File: config.mk
export PLATFORM = sky130hd
export DESIGN_NAME = pipeline_muldiv_unit_flat
export DESIGN_NICKNAME = d
export VERILOG_FILES = /design/src/rtl/pipeline_muldiv_unit_pkg.sv /design/src/rtl/pipeline_muldiv_unit_if.sv /design/src/rtl/pipeline_muldiv_unit.sv /design/src/flat_wrapper.sv
export SDC_FILE = /design/constraint.sdc
export NUM_CORES = 1
export LEC_CHECK = 0
export CAP_MARGIN = 20
export CORE_MARGIN = 5
export CORE_UTILIZATION = 65
export CTS_CLUSTER_SIZE = 20
export DETAILED_ROUTE_END_ITERATION = 6
export PLACE_DENSITY = 0.93
export SLEW_MARGIN = 20
export SYNTH_ARGS = -nofsm -noshare
export SYNTH_HDL_FRONTEND = slang
export SYNTH_SLANG_ARGS = --single-unit
File: constraint.sdc
create_clock -name clock -period 18 [get_ports clock]
set_clock_uncertainty 0.1 [all_clocks]
set_input_delay 1.8 -clock clock [delete_from_list [all_inputs] [get_ports clock]]
set_output_delay 1.8 -clock clock [all_outputs]
set_load 0.03 [all_outputs]
File: src/rtl/pipeline_muldiv_unit_pkg.sv
// Shared RV32M encodings and FSM state type for the iterative multiply/divide unit.
package pipeline_muldiv_unit_pkg;

  localparam logic [6:0] OPCODE_OP     = 7'b0110011;
  localparam logic [6:0] FUNCT7_MULDIV = 7'b0000001;

  localparam logic [2:0] FUNCT3_MUL    = 3'b000;
  localparam logic [2:0] FUNCT3_MULH   = 3'b001;
  localparam logic [2:0] FUNCT3_MULHSU = 3'b010;
  localparam logic [2:0] FUNCT3_MULHU  = 3'b011;
  localparam logic [2:0] FUNCT3_DIV    = 3'b100;
  localparam logic [2:0] FUNCT3_DIVU   = 3'b101;
  localparam logic [2:0] FUNCT3_REM    = 3'b110;
  localparam logic [2:0] FUNCT3_REMU   = 3'b111;

  typedef enum logic [1:0] {IDLE, BUSY, DONE} muldiv_state_t;

endpackage

File: src/rtl/pipeline_muldiv_unit_if.sv
// EX-stage request / result bundle between the pipeline and the multiply/divide unit.
interface pipeline_muldiv_unit_if #(
  parameter int unsigned XLEN = 32
);
  logic            start;
  logic            kill;
  logic [2:0]      funct3;
  logic [XLEN-1:0] operand_a;
  logic [XLEN-1:0] operand_b;
  logic            want_stall;
  logic [XLEN-1:0] result;
  logic            result_valid;

  modport master (
    output start, kill, funct3, operand_a, operand_b,
    input  want_stall, result, result_valid
  );

  modport slave (
    input  start, kill, funct3, operand_a, operand_b,
    output want_stall, result, result_valid
  );
endinterface

File: src/rtl/pipeline_muldiv_unit.sv
// Iterative RV32M multiply/divide: one shift-add or restoring shift-subtract step per cycle,
// stalling the pipeline until the result is presented.
module pipeline_muldiv_unit
  import pipeline_muldiv_unit_pkg::*;
#(
  parameter int unsigned XLEN = 32
) (
  input logic                   clock,
  input logic                   reset,
  pipeline_muldiv_unit_if.slave bus_io
);

  localparam int unsigned     CntW    = $clog2(XLEN);
  localparam logic [CntW-1:0] CntLast = CntW'(XLEN - 1);

  muldiv_state_t   state_q, state_d;
  logic [CntW-1:0] cnt_q, cnt_d;
  logic [XLEN-1:0] acc_q, acc_d;      // product high half / partial remainder
  logic [XLEN-1:0] mq_q, mq_d;        // multiplier / dividend-then-quotient
  logic [XLEN-1:0] opb_q, opb_d;      // multiplicand / divisor magnitude
  logic [2:0]      f3_q, f3_d;
  logic            sign_a_q, sign_a_d, sign_b_q, sign_b_d;
  logic [XLEN-1:0] result_q, result_d;

  logic [2:0]      f3;
  logic            a_signed, b_signed, neg_a, neg_b, div_zero, div_ovf;
  logic [XLEN-1:0] mag_a, mag_b, special_res;

  always_comb begin
    f3       = bus_io.funct3;
    a_signed = (f3 == FUNCT3_MULH) || (f3 == FUNCT3_MULHSU) ||
               (f3 == FUNCT3_DIV)  || (f3 == FUNCT3_REM);
    b_signed = (f3 == FUNCT3_MULH) || (f3 == FUNCT3_DIV) || (f3 == FUNCT3_REM);
    neg_a    = a_signed && bus_io.operand_a[XLEN-1];
    neg_b    = b_signed && bus_io.operand_b[XLEN-1];
    mag_a    = neg_a ? ('0 - bus_io.operand_a) : bus_io.operand_a;
    mag_b    = neg_b ? ('0 - bus_io.operand_b) : bus_io.operand_b;
    div_zero = f3[2] && (bus_io.operand_b == '0);
    div_ovf  = ((f3 == FUNCT3_DIV) || (f3 == FUNCT3_REM)) &&
               (bus_io.operand_a == {1'b1, {(XLEN-1){1'b0}}}) && (bus_io.operand_b == '1);
    // f3[1] separates REM/REMU from DIV/DIVU
    if (div_zero) special_res = f3[1] ? bus_io.operand_a : '1;
    else          special_res = f3[1] ? '0 : bus_io.operand_a;
  end

  // Shared adder: acc + multiplicand for mul, shifted remainder - divisor for div.
  logic            is_div;
  logic [XLEN:0]   shifted, add_a, add_b, mul_sum;
  logic [XLEN+1:0] sum;
  logic [XLEN-1:0] step_acc, step_mq;

  always_comb begin
    is_div  = f3_q[2];
    shifted = {acc_q, mq_q[XLEN-1]};
    add_a   = is_div ? shifted : {1'b0, acc_q};
    add_b   = is_div ? ~{1'b0, opb_q} : {1'b0, opb_q};
    sum     = {1'b0, add_a} + {1'b0, add_b} + {{(XLEN+1){1'b0}}, is_div};
    mul_sum = mq_q[0] ? sum[XLEN:0] : {1'b0, acc_q};
    if (is_div) begin
      step_acc = sum[XLEN+1] ? sum[XLEN-1:0] : shifted[XLEN-1:0];
      step_mq  = {mq_q[XLEN-2:0], sum[XLEN+1]};
    end else begin
      step_acc = mul_sum[XLEN:1];
      step_mq  = {mul_sum[0], mq_q[XLEN-1:1]};
    end
  end

  logic [2*XLEN-1:0] prod_fix;
  logic [XLEN-1:0]   quot_fix, rem_fix, final_res;

  always_comb begin
    prod_fix = (sign_a_q ^ sign_b_q) ? ('0 - {step_acc, step_mq}) : {step_acc, step_mq};
    quot_fix = (sign_a_q ^ sign_b_q) ? ('0 - step_mq) : step_mq;
    rem_fix  = sign_a_q ? ('0 - step_acc) : step_acc;
    unique case (f3_q)
      FUNCT3_MUL:                 final_res = prod_fix[XLEN-1:0];
      FUNCT3_DIV, FUNCT3_DIVU:    final_res = quot_fix;
      FUNCT3_REM, FUNCT3_REMU:    final_res = rem_fix;
      default:                    final_res = prod_fix[2*XLEN-1:XLEN];
    endcase
  end

  always_comb begin
    state_d           = state_q;
    cnt_d             = cnt_q;
    acc_d             = acc_q;
    mq_d              = mq_q;
    opb_d             = opb_q;
    f3_d              = f3_q;
    sign_a_d          = sign_a_q;
    sign_b_d          = sign_b_q;
    result_d          = result_q;
    bus_io.want_stall = 1'b0;
    unique case (state_q)
      IDLE: begin
        bus_io.want_stall = bus_io.start && !bus_io.kill;
        if (bus_io.start && !bus_io.kill) begin
          f3_d     = f3;
          sign_a_d = neg_a;
          sign_b_d = neg_b;
          acc_d    = '0;
          mq_d     = f3[2] ? mag_a : mag_b;
          opb_d    = f3[2] ? mag_b : mag_a;
          cnt_d    = '0;
          if (div_zero || div_ovf) begin
            result_d = special_res;
            state_d  = DONE;
          end else begin
            state_d  = BUSY;
          end
        end
      end
      BUSY: begin
        bus_io.want_stall = 1'b1;
        acc_d             = step_acc;
        mq_d              = step_mq;
        cnt_d             = cnt_q + CntW'(1);
        if (cnt_q == CntLast) begin
          result_d = final_res;
          cnt_d    = '0;
          state_d  = DONE;
        end
      end
      DONE:    state_d = IDLE;
      default: state_d = IDLE;
    endcase
    if (bus_io.kill) begin
      state_d  = IDLE;
      cnt_d    = '0;
      result_d = result_q;
    end
  end

  always_ff @(posedge clock or negedge reset) begin
    if (!reset) begin
      state_q  <= IDLE;
      cnt_q    <= '0;
      acc_q    <= '0;
      mq_q     <= '0;
      opb_q    <= '0;
      f3_q     <= '0;
      sign_a_q <= 1'b0;
      sign_b_q <= 1'b0;
      result_q <= '0;
    end else begin
      state_q  <= state_d;
      cnt_q    <= cnt_d;
      acc_q    <= acc_d;
      mq_q     <= mq_d;
      opb_q    <= opb_d;
      f3_q     <= f3_d;
      sign_a_q <= sign_a_d;
      sign_b_q <= sign_b_d;
      result_q <= result_d;
    end
  end

  assign bus_io.result       = result_q;
  assign bus_io.result_valid = (state_q == DONE);

endmodule

File: src/flat_wrapper.sv
// flat-port wrapper written by rule: the top's interface ports become plain ports
module pipeline_muldiv_unit_flat import pipeline_muldiv_unit_pkg::*;
#(
  parameter int unsigned XLEN = 32
)
  (clock, reset, bus_io_start, bus_io_kill, bus_io_funct3, bus_io_operand_a, bus_io_operand_b, bus_io_want_stall, bus_io_result, bus_io_result_valid);
  pipeline_muldiv_unit_if #(.XLEN(XLEN)) bus_io_i ();
  input logic clock;
  input logic reset;
  input wire logic [$bits(bus_io_i.start)-1:0] bus_io_start;
  input wire logic [$bits(bus_io_i.kill)-1:0] bus_io_kill;
  input wire logic [$bits(bus_io_i.funct3)-1:0] bus_io_funct3;
  input wire logic [$bits(bus_io_i.operand_a)-1:0] bus_io_operand_a;
  input wire logic [$bits(bus_io_i.operand_b)-1:0] bus_io_operand_b;
  output wire logic [$bits(bus_io_i.want_stall)-1:0] bus_io_want_stall;
  output wire logic [$bits(bus_io_i.result)-1:0] bus_io_result;
  output wire logic [$bits(bus_io_i.result_valid)-1:0] bus_io_result_valid;
  assign bus_io_i.start = bus_io_start;
  assign bus_io_i.kill = bus_io_kill;
  assign bus_io_i.funct3 = bus_io_funct3;
  assign bus_io_i.operand_a = bus_io_operand_a;
  assign bus_io_i.operand_b = bus_io_operand_b;
  assign bus_io_want_stall = bus_io_i.want_stall;
  assign bus_io_result = bus_io_i.result;
  assign bus_io_result_valid = bus_io_i.result_valid;
  pipeline_muldiv_unit #(.XLEN(XLEN)) u_core (.clock(clock), .reset(reset), .bus_io(bus_io_i));
endmodule
* Word-level counts from Yosys, hierarchy flattened *
Index checks and enable logic that the tools add are counted.

storage, ports and cells
  bits in registers = 140
  input bits = 71
  output and inout bits = 34
  logic and storage cells = 99

cells by class
  add/subtract/negate cells = 8
  eq/ne operators = 18
  muxes and demuxes = 35
  bitwise logic cells = 3
  reduce and logical (&&, ||, !) cells = 26

operators with widths
  operator                                                number
  2-to-1 mux 32 bit                                       17
  one-hot mux 32 bit (2 select lines)                     3
  subtractor 1 x 32 -> 32 bit (first input constant)      4
  2-to-1 mux 33 bit                                       3
  one-hot mux 32 bit (3 select lines)                     1
  == test 32 bit (second input constant)                  2
  2-to-1 mux 64 bit                                       1
  subtractor 1 x 64 -> 64 bit (first input constant)      1
  adder 33 x 33 -> 34 bit                                 1
  adder 34 x 1 -> 34 bit                                  1
  inverter 32 -> 33 bit                                   1
  zero test 32 bit                                        1
  == test 3 bit (second input constant)                   6
  2-to-1 mux 5 bit                                        3
  one-hot mux 5 bit (2 select lines)                      1
  2-to-1 mux 2 bit                                        4
  AND reduction 2 bit                                     4
  logical OR 1 bit                                        7
  logical AND 1 bit                                       6
  inequality test 2 x 1 -> 1 bit (second input constant)  3
  inequality test 3 x 2 -> 1 bit (second input constant)  2
  adder 5 x 1 -> 5 bit (second input constant)            1
  == test 5 bit (second input constant)                   1
  AND reduction 5 bit                                     1
  14 further kinds                                        15

* Logic depth before layout (Yosys ltp) *
Gate-level depths: netlist of run 1.

  word-level depth = 11
  gate-level depth with buffers = 36
  mapped depth without buffers = 23

* Least setup slack after synthesis of run 1 *
Ideal clock, no wire load.

  path kind = register to register
  from = register u_core.f3_q[2]
  to = register u_core.result_q[30] (netlist: u_core.bus_io.result[30])
  setup time = 0.126 ns
  arrival = 7.894 ns
  data required time = 17.774 ns
  setup slack = 9.880 ns
  stages on the path, launching flop included = 35
  buffers on the path = 14
  clock period less this slack = 8.120 ns
  cells stage by stage = dfrtp_1 -> buf_4 -> buf_4 -> buf_2 -> buf_1 -> clkbuf_1 -> buf_2 -> buf_1 -> clkbuf_1 -> clkbuf_1 -> buf_1 -> xor2_1 -> ha_1 -> clkbuf_1 -> nand2_1 -> nor3_2 -> o21ai_2 -> and3_1 -> buf_2 -> a21oi_4 -> buf_6 -> nor2_4 -> a211oi_1 -> ha_1 -> inv_1 -> a211o_1 -> mux2i_1 -> o2111ai_1 -> nor3_1 -> nor4b_2 -> buf_4 -> a31oi_1 -> xnor2_1 -> o221ai_1 -> a221o_1

on the way
  longest elaborated chain between the ends = 10
  elaborated cells on any way between the ends = 24
  classes of those cells = add/sub (5); eq/ne (4); mux (12); reduce/logical (3)

RTL lines
  element                                                                            RTL line                                                text
  start, declared                                                                    pipeline_muldiv_unit.sv:21                              logic [2:0] f3_q, f3_d;
  start signal, assigned                                                             pipeline_muldiv_unit.sv:141                             f3_q <= '0;
  start signal, assigned                                                             pipeline_muldiv_unit.sv:151                             f3_q <= f3_d;
  2-to-1 mux 33 bit (on tied branches)                                               pipeline_muldiv_unit.sv:55, pipeline_muldiv_unit.sv:56
  adder 33 x 33 -> 34 bit                                                            pipeline_muldiv_unit.sv:57                              sum = {1'b0, add_a} + {1'b0, add_b} + {{(XLEN+1){1'b0}}, is_div};
  adder 34 x 1 -> 34 bit                                                             pipeline_muldiv_unit.sv:57
  2-to-1 mux 33 bit / 2-to-1 mux 32 bit (equally long branches)                      pipeline_muldiv_unit.sv:58, pipeline_muldiv_unit.sv:60
  2-to-1 mux 32 bit                                                                  pipeline_muldiv_unit.sv:59                              if (is_div) begin
  subtractor 1 x 64 -> 64 bit / subtractor 1 x 32 -> 32 bit (equally long branches)  pipeline_muldiv_unit.sv:72, pipeline_muldiv_unit.sv:74
  2-to-1 mux 64 bit / 2-to-1 mux 32 bit (equally long branches)                      pipeline_muldiv_unit.sv:72, pipeline_muldiv_unit.sv:74
  one-hot mux 32 bit (3 select lines) (*)                                            pipeline_muldiv_unit.sv:75                              unique case (f3_q)
  2-to-1 mux 32 bit (*)                                                              pipeline_muldiv_unit.sv:118                             if (cnt_q == CntLast) begin
  one-hot mux 32 bit (2 select lines) (*)                                            pipeline_muldiv_unit.sv:94                              unique case (state_q)
  end signal, assigned                                                               pipeline_muldiv_unit.sv:154                             result_q <= result_d;
  end, declared                                                                      pipeline_muldiv_unit.sv:23                              logic [XLEN-1:0] result_q, result_d;

Mark *: on every way between the ends. The rest lies on a longest branch, timed or not. The select of a mux whose other input is x is not followed.
A chain may end at the register's enable or synchronous reset.

* Worst setup path in the final report of run 1 *
Same ends and word-level chain as after synthesis.

==> metrics, run 1 <==
WP data required=18.23 ns; Synth area leader=dfrtp_1; Antenna Violating Nets Remaining=0; # setup viols final=0; hold_ws=0.385 ns; crit end category=flip-flop; Yosys reg bits=140; DIE HEIGHT=162 um; PostCTS Resize Cnt=0; total CTS buffers=17; Final Util=73.3%; PD cells=185 mW/mm2; Hold Path Class=flip-flop to flip-flop; top cell type's share of synthesized area=23.4%; status=complete, but fails checks; Achievable Freq=0.115 GHz; CP max stage cell=buf_4; Clk pin slew, worst setup/hold paths=0.08 ns; dpl ws=9.41 ns; die width=162 um; Synth Instances=1996; drt first pass iters=7; largest net degree at the start of global routing=130; initial core utilization=66.2%; share of layout cells above drive strength 1=6.35%; Tightest Pin Transition=1.08 ns; max cap viols=0; Post-Syn Nets=2106; H-tree levels=4; Post-DP HPWL=44.9 mm; unrepaired setup endpoints after global routing=no; nets=2112; number of flops mapped to enable cells by yosys=0; Max Slew Vio Count=0; total gr overflow=0; Worst setup SP type=flip-flop; # DRC=46; critical path data arrival time=8.95 ns; sequential element share of the synthesized area=23.4%; clock latency on the worst-skew pair=0.44 ns; final setup TNS=0 ns; ys flop type=dfrtp_1; vias in the first global route=15.5k; Post-synth ARST share=100%; TritonCTS clock tree=done; number of setup buffers added after CTS=0; IO buf count=104; synth unique cells=104; initial antenna violation count=2; first-pass GRT wire length=90.6 mm; Static Leak=6.61 nW; Crit Path Class=flip-flop to flip-flop; Rel. slew slack=26.2%; io pins=105; worst-case clock buffer depth=2; Routed WL=59.6 mm; delay of the slowest cell on the worst path=0.79 ns; via/cell ratio=7.38; GRT Util Overall=44.2%; DIE AREA=0.0262 mm2; vias=17.0k; root buf cell=clkbuf_16; Synth Warn #=0; cells along the critical path=buf_4, buf_4, mux2_2, ha_1, nand4_1, o22ai_1, o21ba_2, o21ai_2, a21oi_4, buf_4, nor2_4, a211oi_1, ha_1, inv_1, a211o_1, mux2i_1, o2111ai_1, nor3_1, nor4b_2, buf_2, a31oi_1, xnor2_1, o221ai_1, a221o_1; period utilization=48.4%; critical path buffer and inverter count=5; Iter 0 DRT Violations=3231; final worst slack=9.29 ns; hold_buf cts=0; TritonCTS Sinks=140; worst-path maximum fanout=75; drt wl/cell=25.9 um; Top cell by count, worst path=buf_4; routability cong.=1.03; minimum clock period=8.71 ns; core footprint=0.0226 mm2; CP delay by family, top=compound AO/OA/AOI/OAI gates; mapped cell area=0.0150 mm2; top cells by area, synth=dfrtp_1 23%, o21ai_0 6.7%, nand2_1 6.4%; final hold violations=0; failing checks=design-rule violations; Ant. Diodes=0; synthesis-to-layout area growth=10.8%; Worst VDD drop=0.0944 mV; syn avg cell area=7.51 um2; Placement Rows=55
## layer usage
metal / track usage (%) / wire length [um]
met1: 59.5 / 22200
met2: 64.3 / 24700
met3: 11.4 / 8010
met4: 25.6 / 4600
met5: 0 / 14
## worst paths after layout
kind | from | end | slack (ns) | cells past startpoint
worst max-delay path | u_core.f3_q[2] | u_core.bus_io.result[30] | 9.29 | 24
worst min-delay path | u_core.bus_io.result[0] | u_core.bus_io.result[0] | 0.39 | 2
worst max register to register | u_core.f3_q[2] | u_core.bus_io.result[30] | 9.29 | 24
worst min register to register | u_core.bus_io.result[0] | u_core.bus_io.result[0] | 0.39 | 2
max in group asynchronous | reset | u_core.f3_q[2] | 15.08 | 2
min in group asynchronous | reset | u_core.acc_q[26] | 1.29 | 1
## synthesized netlist by cell type, types with 7 or more instances
cell and n:
a211oi_1 26, a21o_1 14, a21oi_1 171, a221o_1 10, a221oi_1 17, a22o_1 13
a22oi_1 12, a31oi_1 24, and2_1 11, and3_1 15, buf_1 8, buf_2 15
clkbuf_1 105, dfrtp_1 140, ha_1 38, inv_1 40, maj3_1 16, mux2_2 20
mux2i_1 50, nand2_1 254, nand2b_1 13, nand3_1 28, nand4_1 23, nor2_1 171
nor2b_1 8, nor3_1 54, nor4_1 12, o2111ai_1 7, o211ai_1 19, o21a_1 9
o21ai_0 202, o21ai_1 10, o21bai_1 7, o221ai_1 35, o22ai_1 14, o31ai_1 24
o41ai_1 16, or2_2 7, or3_1 20, or4_1 10, xnor2_1 85, xor2_1 105
## cell families after synthesis
family	synth area share, %
simple gates	20.9
fa+ha+maj	4.38
flops	23.4
buf+inv	5.13
mux	4.94
compound gates	30.1
xor+xnor	11.1
## layout by cell type (no fill, tap or decap), types with 17 or more instances in the layout
cell type	Yosys	routed
a211oi_1	26	26
a21oi_1	171	171
a221oi_1	17	17
a31oi_1	24	24
buf_4	6	24
clkbuf_16	0	17
clkdlybuf4s50_1	0	102
dfrtp_1	140	139
ha_1	38	38
inv_1	40	40
mux2_2	20	20
mux2i_1	50	50
nand2_1	254	254
nand3_1	28	28
nand4_1	23	23
nor2_1	171	171
nor3_1	54	54
o211ai_1	19	19
o21ai_0	202	201
o221ai_1	35	35
o31ai_1	24	24
or3_1	20	20
xnor2_1	85	84
xor2_1	105	104
## cell type report
type | instances | area (um2)
multi-input combinational | 1673 | 10800
fill | 1770 | 6030
sequential | 140 | 3510
timing repair buffer | 128 | 1220
clock buffer | 18 | 429
tap | 285 | 357
clock inverter | 14 | 176
inverter | 42 | 158
## registers in the layout, summed over array words and instances, names as in the netlist
register              cells
u_core.acc_q             32
u_core.bus_io.result     32
u_core.mq_q              32
u_core.opb_q             32
u_core.cnt_q              5
u_core.f3_q               3
u_core.state_q            2
u_core.sign_a_q           1
u_core.sign_b_q           1
## tightest hold or removal path, stage by stage (launching register included)
cell     delay, ns
dfrtp_1       0.34
nand2_1       0.05
o21ai_0       0.06
## where the power goes
group	internal (mW)	switching, mW
clock network	0.210	0.168
logic	0.727	1.43
registers	0.412	0.130
## metrics by stage
step	power, mW	instance area [um2]	instances
3_3_place_gp	2.53	16000	2267
5_1_grt	3.21	16600	2300
4_1_cts	2.96	16600	2299
6_report	3.07	16600	2300
3_5_place_dp	2.57	16000	2267
2_1_floorplan	1.98	15000	1996
No activity file was read; power rests on OpenSTA's default activity.
==> run 2: changes to the inputs <==
--- a/config.mk
+++ b/config.mk
@@ -7,10 +7,10 @@
 export LEC_CHECK = 0
 export CAP_MARGIN = 20
 export CORE_MARGIN = 5
-export CORE_UTILIZATION = 65
+export CORE_UTILIZATION = 55
 export CTS_CLUSTER_SIZE = 20
 export DETAILED_ROUTE_END_ITERATION = 6
-export PLACE_DENSITY = 0.93
+export PLACE_DENSITY = 0.84
 export SLEW_MARGIN = 20
 export SYNTH_ARGS = -nofsm -noshare
 export SYNTH_HDL_FRONTEND = slang
==> constraint.sdc (replaced) <==
create_clock -name clock -period 7.4 [get_ports clock]
set_clock_uncertainty 0.1 [all_clocks]
set_input_delay 0.74 -clock clock [delete_from_list [all_inputs] [get_ports clock]]
set_output_delay 0.74 -clock clock [all_outputs]
set_load 0.03 [all_outputs]
==> run 2 against run 1 <==
  * The flow now finishes without violations
  * Cell count increased by 3.0%
  * Setup slack worse by 9.0 ns
  * Maximum frequency is 23% higher
  * Via count down 2.9%
  * Non-clock buffer count increased by 12
  * Register-to-register slack worse by 9.0 ns
  * Die area rose by 17%
  * Clock power grew 130%
  * Wire length is 0.65% higher
  * Utilization fell by 11 points
  * Combinational power increased by 140%
  * Critical path type unchanged
  * Critical endpoint is now u_core.bus_io.result[6]
  * Largest power group unchanged
  * Highest routed layer is now met4
==> metrics, run 2 (same netlist as run 1, synthesis figures left out) <==
status=finished, final reports clean; period utilization=95.9%; Max Slew Vio Count=0; placed insts=2336; Pwr Total=7.39 mW; cell area after layout=0.0168 mm2; die width=175 um; Ant. Diodes=0; non-filler cells, final=2368; Hold Path Class=input port to asynchronous set/reset pin; commonest non-fill, non-tap cells in the layout=254 x nand2_1, 201 x o21ai_0, 171 x nor2_1; number of setup buffers added after CTS=0; Top cell by count, worst path=a21oi_1; first-pass GRT wire length=90.0 mm; dpl ws=0.680 ns; via/cell ratio=6.96; hold_ws=0.243 ns; total CTS buffers=17; final hold violations=0; nets=2124; # setup viols final=0; PostCTS Resize Cnt=0; Static Leak=6.66 nW; final worst slack=0.303 ns; R2R setup slack=0.30 ns; final setup TNS=0 ns; Tightest Pin Transition=1.06 ns; sw frac=55.9%; Placement Rows=60; Antenna Violating Nets Remaining=0; drt first pass iters=6; Clk pin slew, worst setup/hold paths=0.07 ns; io pins=105; unrepaired setup endpoints after global routing=no; TritonCTS Sinks=140; clock latency on the worst-skew pair=0.44 ns; initial core utilization=55.7%; drt wl/cell=25.3 um; synthesis-to-layout area growth=11.8%; worst-case clock buffer depth=2; largest net degree at the start of global routing=130; GRT Util Overall=37.7%; PD cells=441 mW/mm2; hold_buf cts=0; register share of total power=18.2%; Final Util=62.3%; CP max stage cell=dfrtp_4; CP delay by family, top=compound AO/OA/AOI/OAI gates; minimum clock period=7.10 ns; share of layout cells above drive strength 1=7.10%; combinational power share=70.1%; WP data required=7.60 ns; total gr overflow=0; root buf cell=clkbuf_16; DIE AREA=0.0306 mm2; critical path data arrival time=7.29 ns; max cap viols=0; clock network power share=11.7%; Achievable Freq=0.141 GHz; cells along the critical path=buf_4, nand2_1, o21ai_0, ha_1, a21oi_1, o21ai_1, a21oi_1, and3_1, a21oi_4, buf_4, a21oi_1, ha_1, and2_1, nand2_1, nor3_1, and3_1, and2_1, nand2_1, o21ai_0, xor2_1, a222oi_1, nor2_1, a21oi_1, o21ai_0; fillcell total=2468; Worst setup SP type=flip-flop; initial antenna violation count=0; TritonCTS clock tree=done; # DRC=0; routability cong.=1.01; Post-DP HPWL=46.3 mm; vias=16.5k; Worst VDD drop=0.225 mV; core footprint=0.0269 mm2; commonest non-fill, non-tap cell in the layout=nand2_1; Crit Path Class=flip-flop to flip-flop; delay of the slowest cell on the worst path=0.94 ns; Routed WL=60.0 mm; DIE HEIGHT=175 um; crit end category=flip-flop; vias in the first global route=15.0k; worst-path maximum fanout=68; Iter 0 DRT Violations=2381; area of placed instances=0.0162 mm2; IO buf count=104; critical path buffer and inverter count=2; Internal Power=3.26 mW; Sw Pwr=4.13 mW; Rel. slew slack=29.5%; H-tree levels=4
[run 2: changes by cell type in the layout (fill, tap and decap cells not counted), sizes merged]
| cell | change |
|---|---|
| inv | +4 |
| bufinv | -2 |
| clkinvlp | -1 |
| clkbuf | -1 |
| buf | +12 |
[run 2: metal layers]
metal | GRT usage, % | wire length (um) | vias to the layer above
li1 | - | - | 7414
met1 | 51.7 | 23800 | 7837
met2 | 57.9 | 26600 | 1047
met3 | 7.23 | 6360 | 192
met4 | 16.6 | 3200 | 0
met5 | 0 | 0 | -
[run 2: final timing paths]
kind,start,cells past startpoint,endpoint
min reg2reg,u_core.bus_io.result[10],2,u_core.bus_io.result[10]
min in group clock,u_core.bus_io.result[10],2,u_core.bus_io.result[10]
min,reset,1,u_core.bus_io.result[21]
max,u_core.f3_q[2],24,u_core.bus_io.result[6]
max reg2reg,u_core.f3_q[2],24,u_core.bus_io.result[6]
max in group asynchronous,reset,2,u_core.f3_q[2]
[run 2: power groups by stage]
stage / Combinational (mW) / Sequential, mW / Clock (mW)
floorplan: 3.53 / 1.29 / 0
global route: 5.52 / 1.36 / 0.895
CTS: 5.03 / 1.32 / 0.859
finish: 5.18 / 1.35 / 0.861
global placement: 4.95 / 1.33 / 0
detailed placement: 5.00 / 1.33 / 0
[run 2: layout make-up]
type	count	area (um2)	share of cell area (%)
Tap cell	341	427	2.55
Timing Repair Buffer	140	1320	7.89
Multi-Input combinational cell	1673	10800	64.3
Clock buffer	17	425	2.54
Sequential cell	140	3510	20.9
Inverter	42	158	0.941
Clock inverter	15	145	0.866
